## src/rtl/latch_bank_wr_ctrl.sv

```systemverilog
// Write sequencer and two-client round-robin arbiter for a bank of
// high-transparent D latches. Each write runs setup -> open -> hold so that
// LAT_D is never changing while any latch enable is high.
module latch_bank_wr_ctrl #(
  parameter int WIDTH = 8,
  parameter int DEPTH = 4,
  parameter int AW    = 2
) (
  input  logic             CLK,
  input  logic             RST,
  input  logic             REQ0,
  input  logic [AW-1:0]    ADDR0,
  input  logic [WIDTH-1:0] DIN0,
  input  logic             REQ1,
  input  logic [AW-1:0]    ADDR1,
  input  logic [WIDTH-1:0] DIN1,
  output logic             DONE0,
  output logic             DONE1,
  output logic [DEPTH-1:0] LAT_EN,
  output logic [WIDTH-1:0] LAT_D,
  output logic             BUSY
);

  localparam int unsigned DEPTH_U = DEPTH;

  typedef enum logic [1:0] {
    IDLE  = 2'd0,
    SETUP = 2'd1,
    OPEN  = 2'd2,
    HOLD  = 2'd3
  } state_t;

  state_t           state_q,  state_d;
  logic [AW-1:0]    addr_q,   addr_d;
  logic [WIDTH-1:0] lat_d_q,  lat_d_d;
  logic [DEPTH-1:0] lat_en_q, lat_en_d;
  logic             done0_q,  done0_d;
  logic             done1_q,  done1_d;
  logic             busy_q,   busy_d;
  logic             gnt_q,    gnt_d;   // client owning the write in flight
  logic             last_q,   last_d;  // client served most recently

  // Next-state and next-output computation; every output is a flop so the
  // values below take effect one edge later, giving the setup/open/hold spacing.
  always_comb begin
    logic win;
    state_d  = state_q;
    addr_d   = addr_q;
    lat_d_d  = lat_d_q;
    lat_en_d = '0;
    done0_d  = 1'b0;
    done1_d  = 1'b0;
    busy_d   = busy_q;
    gnt_d    = gnt_q;
    last_d   = last_q;
    win      = 1'b0;

    case (state_q)
      IDLE: begin
        if (REQ0 || REQ1) begin
          // Tie goes to whoever was not served last; a lone request always wins.
          if (REQ0 && REQ1) win = ~last_q;
          else              win = REQ1;
          gnt_d   = win;
          addr_d  = win ? ADDR1 : ADDR0;
          lat_d_d = win ? DIN1  : DIN0;
          busy_d  = 1'b1;
          state_d = SETUP;
        end
      end
      SETUP: begin
        // Out-of-range addresses match no bit, so the write is silently dropped.
        for (int unsigned i = 0; i < DEPTH_U; i++) begin
          lat_en_d[i] = (32'(addr_q) == i);
        end
        state_d = OPEN;
      end
      OPEN: begin
        done0_d = ~gnt_q;
        done1_d = gnt_q;
        last_d  = gnt_q;
        state_d = HOLD;
      end
      HOLD: begin
        busy_d  = 1'b0;
        state_d = IDLE;
      end
      default: begin
        busy_d  = 1'b0;
        state_d = IDLE;
      end
    endcase
  end

  // State and output registers; reset closes every latch immediately.
  always_ff @(posedge CLK or posedge RST) begin
    if (RST) begin
      state_q  <= IDLE;
      addr_q   <= '0;
      lat_d_q  <= '0;
      lat_en_q <= '0;
      done0_q  <= 1'b0;
      done1_q  <= 1'b0;
      busy_q   <= 1'b0;
      gnt_q    <= 1'b0;
      last_q   <= 1'b1;
    end else begin
      state_q  <= state_d;
      addr_q   <= addr_d;
      lat_d_q  <= lat_d_d;
      lat_en_q <= lat_en_d;
      done0_q  <= done0_d;
      done1_q  <= done1_d;
      busy_q   <= busy_d;
      gnt_q    <= gnt_d;
      last_q   <= last_d;
    end
  end

  assign DONE0  = done0_q;
  assign DONE1  = done1_q;
  assign LAT_EN = lat_en_q;
  assign LAT_D  = lat_d_q;
  assign BUSY   = busy_q;

endmodule

```

## config.mk

```make
export PLATFORM = sky130hd
export DESIGN_NAME = latch_bank_wr_ctrl
export DESIGN_NICKNAME = d
export VERILOG_FILES = /design/src/rtl/latch_bank_wr_ctrl.sv
export SDC_FILE = /design/constraint.sdc
export NUM_CORES = 1
export LEC_CHECK = 0
export CAP_MARGIN = 10
export CORE_MARGIN = 5
export CORE_UTILIZATION = 38
export DETAILED_ROUTE_END_ITERATION = 10
export PLACE_DENSITY = 0.84
export SYNTH_ARGS = -nofsm -noshare
export SYNTH_HDL_FRONTEND = slang
export SYNTH_SLANG_ARGS = --single-unit
```

## constraint.sdc

```tcl
create_clock -name CLK -period 1.55 [get_ports CLK]
set_clock_uncertainty 0.2 [all_clocks]
set_input_delay 0.2325 -clock CLK [delete_from_list [all_inputs] [get_ports CLK]]
set_output_delay 0.2325 -clock CLK [all_outputs]
set_load 0.02 [all_outputs]
```

==> out/qor.txt <==
synthesized-area fraction occupied by adder cells: 7.68%
total track usage: 14.4%
CTS tree: done
Antenna Nets Post-Route: 0
Die Ht: 60.7 µm
routed len/inst: 14.3 µm
post-synthesis compound-gate area fraction: 17.5%
Worst VDD drop: 1180 µV
Crit Path Category: reg -> reg
min Tclk post-route: 1.51 ns
worst-margin pin slew: 0.309 ns
drt via density: 5.03
sequential area share after synthesis: 53.9%
# rows: 18
Syn Area/Cell: 10.3 µm²
placed cell count: 167
CP cell instances: inv_2 -> ha_4 -> nor3b_4 -> mux2_4
fin. max-slew vios: 0
number of global-route vias before repair: 916
Vias: 870
Crit. End Element: flip-flop
Layout Nets: 174
Most used DFF post-synth: dfrtp_1
Non-Filler Instances: 173
die footprint: 3690 µm²
switching pwr: 1.04 mW
Leak Pwr: 0.704 nW
Synth Net Count: 125
max_cap viols: 0
Pwr per Cell Area: 1760 nW/µm²
XOR/XNOR share of the synthesized area: 0%
largest family of logic cells by synthesized area: compound AO/OA/AOI/OAI gates
initial core utilization: 39.4%
warnings from Yosys: 0
largest stage delay on the critical path: 0.40 ns
clock buffer depth: 2
total grt overflow: 0
Synth Area in Simple Gates: 13.8%
mux cell area share after synthesis: 2.30%
largest net degree at the start of global routing: 22
# port buffers: 38
Crit-path slowest cell: dfrtp_1
f_max: 0.663 GHz
most frequent cells in the layout: clkdlybuf4s50_1 (23), dfrtp_1 (20), a21oi_1 (19), dlygate4sd2_1 (15)
final core utilization: 59.7%
Pre-antenna DRT Iters: 4
status: finished, final reports clean
relative max-transition margin: 79.3%
Final Power: 2.60 mW
largest area contributor in the synthesized netlist: dfrtp_1
ys async rst share: 100%
synthesized area: 977 µm²
synth unique cells: 26
drt total wl: 2480 µm
Critical Path RT: 1.55 ns
Hold Path Class: in -> async
fillcell total: 221
Crit path buffers/inverters: 1
largest fanout on the critical path: 5
H-tree levels: 1
share of cells above drive strength 1: 19.6%
dominant cells by area after synthesis: dfrtp_1 (51%), a21oi_1 (10%), ha_1 (7.7%), nand2_1 (4.2%), nor2_1 (4.2%)
Layout area overhead: 51.5%
clock transition at the registers of the reported paths: 0.12 ns
Core ar.: 2480 µm²
Gate power share: 53.4%
Ports: 39
Synth Instances: 95
global-route wire length before repair: 3920 µm
Int Power: 1.56 mW
crit start category: flip-flop
Setup Viol. Count Final: 0
placer congestion estimate: 0.793
Worst-Skew Late Latency: 0.30 ns
CTS buffer count: 3
initial antenna violation count: 0
Largest delay share family, worst path: flip-flops
1st-iter DRT viols: 21
CP arrival: 1.51 ns
DR DRC count: 0
Post-DP HPWL: 1810 µm
final hold violation count: 0
RSZ-0062 raised after global routing: yes
Sequential Power Share: 36.6%
Sw Share: 40.1%
Yosys top cell area share: 51.2%
clock sinks: 21
most common cell after layout, fill and taps aside: clkdlybuf4s50_1
Antenna Cells: 0
Post-synth EDFFs: 0
Die Wd: 60.7 µm
synthesized flop and latch total: 21
root buffer cell: clkbuf_4
Clock power frac: 10.1%
crit share post-route: 97.3%
layer usage:
| layer | share of wire [%] | track usage, % |
|---|---|---|
| met4 | 1.9 | 6.50 |
| met2 | 50 | 25.3 |
| met5 | 0 | 0 |
| met1 | 42 | 17.1 |
| met3 | 6.5 | 2.55 |
logic make-up after synthesis:
logic type      count (synthesis)
fa+ha+maj                       6
mux                             2
buf+inv                         8
compound gates                 29
flops                          21
simple gates                   29
flip-flops by register name, indices dropped and copies added (netlist names):
name and count:
LAT_D 8, LAT_EN 4, addr_q 2, state_q 2
BUSY 1, DONE0 1, DONE1 1, gnt_q 1
last_q 1
cell usage after synthesis, types with 2 or more instances:
cell type and count:
a21oi_1 20, dfrtp_1 20, nand2_1 11, nor2_1 11, ha_1 6, inv_1 4
buf_4 2, mux2_2 2, o21ai_0 2
metrics by stage:
stage               worst slack, ns  instance area, µm²  setup TNS (ns)  hold slack, ns
floorplan                   0.00614                 986               0         0.00829
global placement             -0.148                1430           -1.73           0.276
detailed placement           -0.213                1430           -2.54           0.269
CTS                         0.00959                1450               0          0.0780
global route                -0.0200                1480         -0.0301          0.0817
finish                       0.0420                1480               0          0.0561
repair_timing:
item	CTS	global route
gates cloned	0	0
gates resized for setup	16	4
endpoints found under the setup margin	18	12
setup buffers	0	2
hold buffers	0	0
pin swaps	0	0
power groups by stage:
stage	Combinational, mW	Sequential, mW	Clock [mW]
floorplan	0.584	1.16	0
global placement	1.34	0.961	0
detailed placement	1.39	0.967	0
CTS	1.32	0.951	0.268
global route	1.53	0.978	0.289
finish	1.39	0.952	0.262
layout make-up:
class	instances	area [µm²]	share of cell area (%)
Inverter	4	15.0	1.01
Multi-Input combinational cell	66	437	29.5
Tap cell	30	37.5	2.54
Clock inverter	1	5.00	0.338
Timing Repair Buffer	48	437	29.5
Sequential cell	21	527	35.6
Clock buffer	3	22.5	1.52
path summary, 6_finish.rpt:
path | from | to | slack [ns] | cells after the start
worst min register to register | gnt_q | DONE0 | 0.29 | 1
worst min-delay path | RST | LAT_EN[2] | 0.06 | 3
max in group asynchronous | RST | last_q | 0.82 | 3
worst max register to register | state_q[1] | state_q[1] | 0.04 | 4
worst max-delay path | state_q[1] | state_q[1] | 0.04 | 4
min in group CLK | DIN0[7] | LAT_D[7] | 0.26 | 3
worst reg2reg max path, stage by stage, from the launching register on:
cell	delay, ns
dfrtp_1	0.40
inv_2	0.09
ha_4	0.16
nor3b_4	0.23
mux2_4	0.32
No activity file was read; power rests on OpenSTA's default activity.
